## config.mk

```make
export PLATFORM = sky130hd
export DESIGN_NAME = calc_sequencer
export DESIGN_NICKNAME = d
export VERILOG_FILES = /design/src/rtl/calc_sequencer.sv
export SDC_FILE = /design/constraint.sdc
export NUM_CORES = 1
export LEC_CHECK = 0
export CAP_MARGIN = 20
export CORE_ASPECT_RATIO = 1.25
export CORE_MARGIN = 1.5
export CORE_UTILIZATION = 43
export DETAILED_ROUTE_END_ITERATION = 10
export HOLD_SLACK_MARGIN = 0.02
export MAX_ROUTING_LAYER = met4
export PLACE_DENSITY = 0.88
export SYNTH_ARGS = -nofsm -noshare
export SYNTH_HDL_FRONTEND = slang
export SYNTH_SLANG_ARGS = --single-unit
```

## constraint.sdc

```tcl
create_clock -name clk -period 2.04 [get_ports clk]
set_input_delay 0.204 -clock clk [delete_from_list [all_inputs] [get_ports clk]]
set_output_delay 0.204 -clock clk [all_outputs]
set_load 0.05 [all_outputs]
```

## src/rtl/calc_sequencer.sv

```systemverilog
// Operand/opcode entry sequencer for the calculator core: captures A, B and opcode on button
// edges, launches one start pulse, then latches the result or aborts on a timeout.
module calc_sequencer #(
    parameter int unsigned WIDTH   = 16,
    parameter int unsigned TIMEOUT = 64
) (
    input  logic             clk,
    input  logic             rst,
    input  logic             enable,
    input  logic [WIDTH-1:0] switches,
    input  logic             calc_ready,
    input  logic [WIDTH-1:0] calc_result,
    input  logic [5:0]       calc_flags,
    output logic [WIDTH-1:0] op_a,
    output logic [WIDTH-1:0] op_b,
    output logic [1:0]       op_code,
    output logic             start,
    output logic             busy,
    output logic [WIDTH-1:0] result,
    output logic [5:0]       flags,
    output logic             done,
    output logic             timeout,
    output logic [2:0]       state
);

    localparam int unsigned CntW = $clog2(TIMEOUT);
    localparam logic [CntW-1:0] CntLast = CntW'(TIMEOUT - 1);

    typedef enum logic [2:0] {
        StLoadA  = 3'd0,
        StLoadB  = 3'd1,
        StLoadOp = 3'd2,
        StGo     = 3'd3,
        StWait   = 3'd4,
        StDone   = 3'd5
    } state_e;

    state_e          state_q;
    logic            en_q;
    logic            en_edge;
    logic [CntW-1:0] cnt_q;

    // en_q resets high so a button held through reset release is not taken as an edge.
    assign en_edge = enable & ~en_q;
    assign state   = state_q;

    always_ff @(posedge clk or negedge rst) begin
        if (!rst) begin
            state_q <= StLoadA;
            en_q    <= 1'b1;
            cnt_q   <= '0;
            op_a    <= '0;
            op_b    <= '0;
            op_code <= '0;
            start   <= 1'b0;
            busy    <= 1'b0;
            result  <= '0;
            flags   <= '0;
            done    <= 1'b0;
            timeout <= 1'b0;
        end else begin
            en_q  <= enable;
            start <= 1'b0;
            case (state_q)
                StLoadA: begin
                    if (en_edge) begin
                        op_a    <= switches;
                        state_q <= StLoadB;
                    end
                end
                StLoadB: begin
                    if (en_edge) begin
                        op_b    <= switches;
                        state_q <= StLoadOp;
                    end
                end
                StLoadOp: begin
                    if (en_edge) begin
                        op_code <= switches[1:0];
                        start   <= 1'b1;
                        busy    <= 1'b1;
                        state_q <= StGo;
                    end
                end
                StGo: begin
                    timeout <= 1'b0;
                    cnt_q   <= '0;
                    state_q <= StWait;
                end
                StWait: begin
                    cnt_q <= cnt_q + 1'b1;
                    // A ready arriving on the last count still wins over the timeout.
                    if (calc_ready) begin
                        result  <= calc_result;
                        flags   <= calc_flags;
                        busy    <= 1'b0;
                        done    <= 1'b1;
                        state_q <= StDone;
                    end else if (cnt_q == CntLast) begin
                        timeout <= 1'b1;
                        result  <= '0;
                        flags   <= '0;
                        busy    <= 1'b0;
                        done    <= 1'b1;
                        state_q <= StDone;
                    end
                end
                StDone: begin
                    if (en_edge) begin
                        done    <= 1'b0;
                        state_q <= StLoadA;
                    end
                end
                default: begin
                    busy    <= 1'b0;
                    done    <= 1'b0;
                    state_q <= StLoadA;
                end
            endcase
        end
    end

endmodule

```

======== Word level (Yosys, flattened, before mapping) ========
Index checks and enable logic that the tools add are counted.
word-level totals
  flip-flop bits (word level) ............. 70
  input bits .............................. 42
  output and inout port bits .............. 63
  word-level logic and storage cells ...... 67
operators by class
  add/subtract/negate cells ............... 1
  equal/unequal tests ..................... 13
  multiplexer cells ....................... 24
  bitwise operators ....................... 4
  reductions and logical operators ........ 13
operators by type and width
  operator                                                          number
  16-bit 2-to-1 mux                                                 2
  3-bit 2-to-1 mux                                                  6
  3-bit case mux with 6 select lines                                1
  6-bit 2-to-1 mux                                                  2
  2-bit inequality test (second input constant)                     6
  6-bit case mux with 2 select lines                                1
  1-bit 2-to-1 mux                                                  9
  3-bit AND reduction                                               3
  2-bit AND reduction                                               4
  4-bit OR reduction                                                2
  6-bit by 1-bit adder with 6-bit output (second input constant)    1
  3-bit by 2-bit == test with 1-bit output (second input constant)  2
  3-bit == test (second input constant)                             2
  6-bit == test (second input constant)                             1
  1-bit case mux with 3 select lines                                2
  5-bit AND reduction                                               1
  2-bit nonzero test                                                2
  3-bit by 1-bit == test with 1-bit output (second input constant)  1
  3-bit logical NOT                                                 1
  3-bit inequality test (second input constant)                     1
  1-bit NOT                                                         3
  1-bit case mux with 2 select lines                                1
  1-bit bitwise AND                                                 1

======== Longest topological paths before layout ========
  word-level depth ........................ 4
  gate-level depth with buffers ........... 6
  depth with buffers taken out ............ 5

======== Worst setup path before layout ========
Ideal clock, no wire load.
  path type ............................... flip-flop to flip-flop
  from .................................... register state_q[2], in the netlist state[2]
  to ...................................... register op_a[0]
  data arrival time ....................... 2.041 ns
  data required time ...................... 1.915 ns
  setup slack ............................. -0.126 ns
  stages on the path, launching flop included .. 7
  buffers on the path ..................... 3
  clock period less this slack ............ 2.166 ns
  path through ............................ dfrtp_1 > buf_6 > or3b_4 > or3_1 > buf_6 > buf_12 > mux2_4
between the ends
  cells in the longest elaborated chain, start to end .. 2
ends and longest elaborated chain
  item                                  line  RTL
  from (decl)                           38    state_e state_q;
  from (signal assigned)                49    state_q <= StLoadA;
  from (signal assigned)                68    state_q <= StLoadB;
  from (signal assigned)                74    state_q <= StLoadOp;
  3-bit logical NOT                     64    case (state_q)
  2-bit AND reduction (no source line)  --
  to (signal assigned)                  67    op_a <= switches;
  to (decl)                             14    output logic [WIDTH-1:0] op_a,
No other way between the ends.
A chain may end at the register's enable or synchronous reset.

======== Worst setup path in the final report ========
  from .................................... register state_q[0], in the netlist state[0]
  to ...................................... output state[0]
RTL lines
  item       line  RTL
  to (decl)  23    output logic [2:0] state
No word-level cell between the ends.

==> results.sh <==
export IMPL_die_w_microns=74.5
export IMPL_netlist_instances=185
export IMPL_wl_met3_microns=389
export IMPL_synth_seq_cells=70
export IMPL_hold_viol=0
export IMPL_critPathLaunchType="flip-flop"
export IMPL_dr_max_layer_used="met4"
export IMPL_path_depth=1
export IMPL_timing_rr_end="op_a[14]"
export IMPL_clk_pin_slew_ns=0.08
export IMPL_h_tree_depth=3
export IMPL_rrSetupSlack_ns=0.29
export IMPL_crit_path_end="state[0]"
export IMPL_endpoint_kind="primary output"
export IMPL_timing_critical_path_buf_inv=1
export IMPL_crit_arrival_ns=1.74
export IMPL_drt_iter0_markers=73
export IMPL_met2_length_mm=3.12
export IMPL_max_freq_mhz=516
export IMPL_clk_latency_ns=0.35
export IMPL_postSynthAreaPerCell_sq_um=14.8
export IMPL_drc=0
export IMPL_post_route_min_period_ns=1.94
export IMPL_track_usage_pct=19.4
export IMPL_cp_max_fo=10
export IMPL_cts_sinks=70
export IMPL_nets=343
export IMPL_ys_seq_area_share_pct=63.9
export IMPL_clk_path_buf_depth=2
export IMPL_crit_start="state[0]"
export IMPL_grt_pass1_wl_mm=9.65
export IMPL_post_cts_buffers=0
export IMPL_cts_buffers=9
export IMPL_outcome="finished, final reports clean"
export IMPL_synth_area_sq_um=2740
export IMPL_syn_num_nets=228
export IMPL_slew_headroom_pct=62.0
export IMPL_rows=32
export IMPL_setup_violations=0
export IMPL_slew_viol_final=0
export IMPL_maxCapViolCount=0
export IMPL_regToRegStartpoint="state[2]"
export IMPL_die_h_microns=92.3
export IMPL_initial_core_util_pct=44.5
export IMPL_drive_gt1_share_pct=21.0
export IMPL_yosysUniqueCellTypes=36
export IMPL_antenna_found_initial=0
export IMPL_clockRootBuffer="clkbuf_8"
export IMPL_ant_nets=0
export IMPL_cpPeakStageDelay_ns=0.87
export IMPL_path_class="flip-flop to primary output"
export IMPL_die_area_sq_um=6870
export IMPL_final_cell_mix="103 x clkdlybuf4s50_1, 68 x dfrtp_1, 24 x mux2_2"
export IMPL_drt_total_wl_mm=6.00
export IMPL_grt_max_degree=35
export IMPL_finalSetupTns_ns=0
export IMPL_cpMaxStageDelayCell="clkdlybuf4s50_1"
export IMPL_cts_tree="done"
export IMPL_skew_ns=0.0116
export IMPL_io_pins=105
export IMPL_wire_per_inst_microns=15.4
export IMPL_finalCritPeriodShare_pct=95.1
export IMPL_cp_top_family="buffers and inverters"
export IMPL_grt_setup_unrepaired="false"
export IMPL_max_slew_worst_pin_slew_ns=0.571
export IMPL_firstDrtPassIters=4
export IMPL_r2r_cells=4
export IMPL_avgViaCountPerCell=5.03
export IMPL_mostFrequentLayoutCell="clkdlybuf4s50_1"
export IMPL_met1_length_mm=2.41
export IMPL_grt_ovfl_total=0
export IMPL_portBuffers=104
export IMPL_diodes=0
export IMPL_syn2layout_area_growth_pct=49.9
export IMPL_dp_hpwl_mm=4.42
export IMPL_synth_flop_cell="dfrtp_1"
export IMPL_synth_edff_count=0
export IMPL_gp_congestion=0.795
export IMPL_synthArstFlopShare_pct=100
export IMPL_coreArea_sq_um=6170
export IMPL_grt_pass1_vias=1998
export IMPL_hp_class="input pin to flip-flop"
export IMPL_required_ns=1.84
export IMPL_ys_warn_count=0
export IMPL_worstPathCellList="clkdlybuf4s50_1"
export IMPL_vias=1961
Yosys cell counts, types with 2 or more instances:
master,count,area [sq um]
a22o_1,23,201
buf_2,5,25.0
buf_6,2,22.5
dfrtp_1,69,1730
inv_1,2,7.51
mux2_2,24,270
mux2_4,10,150
nand2_1,9,33.8
nand2b_1,2,12.5
nand3_1,4,20.0
nand3b_1,2,15.0
nand4_1,2,12.5
nor2_1,3,11.3
o21ai_0,6,30.0
kinds of logic after synthesis:
group / synth area share [%]
simple gates: 6.34
fa+ha+maj: 0.456
mux: 15.3
flops: 63.9
compound gates: 10.6
buf+inv: 3.37
how the worst min path moves through the flow:
stage | from | end | slack [ns] | depth (start not counted)
after floorplan | rst | busy | -0.09 | 0
after global placement | rst | op_b[15] | 0.22 | 1
after detailed placement | rst | op_b[15] | 0.22 | 1
after CTS | enable | en_q | 0.30 | 1
after global routing | enable | en_q | 0.30 | 1
final | enable | en_q | 0.32 | 1
metrics by stage:
stage	hold slack, ns	instance area [sq um]	utilization (%)	worst slack [ns]	std cells
2_1_floorplan	-0.0916	2750	-	-0.0283	185
3_3_place_gp	0.220	3910	63.4	0.00242	373
3_5_place_dp	0.223	3910	63.4	-0.0337	373
4_1_cts	0.301	4110	66.7	0.0822	390
5_1_grt	0.301	4110	66.7	0.0291	390
6_report	0.316	4110	66.7	0.100	390
final cells by class:
cell class | instances | area, sq um
fillers | 480 | 2050
repair buffers | 114 | 1150
inverters | 2 | 7.51
clock buffers | 9 | 124
multi-input cells | 103 | 898
well taps | 85 | 106
flip-flops and latches | 70 | 1750
clock inverters | 7 | 72.6
state kept, by name, indices dropped and copies added (netlist names):
| register | flops |
|---|---|
| flags | 6 |
| op_b | 16 |
| en_q | 1 |
| op_a | 16 |
| result | 16 |
| done | 1 |
| cnt_q | 6 |
| op_code | 2 |
| busy | 1 |
| timeout | 1 |
| state | 3 |
| start | 1 |
repair_timing:
| item | CTS | global route |
|---|---|---|
| hold endpoints to repair | 21 | 0 |
| hold buffers | 1 | 0 |
| gates resized for setup | 0 | 0 |
metal layers:
| metal | vias up | global-route usage (%) |
|---|---|---|
| met5 | - | - |
| met4 | 0 | 8.18 |
| met3 | 7 | 5.55 |
| met2 | 78 | 31.0 |
| met1 | 969 | 22.8 |
| li1 | 907 | - |
Power is not shown: default switching activity piles up to over one toggle a cycle in this logic, so the estimate is an artifact.
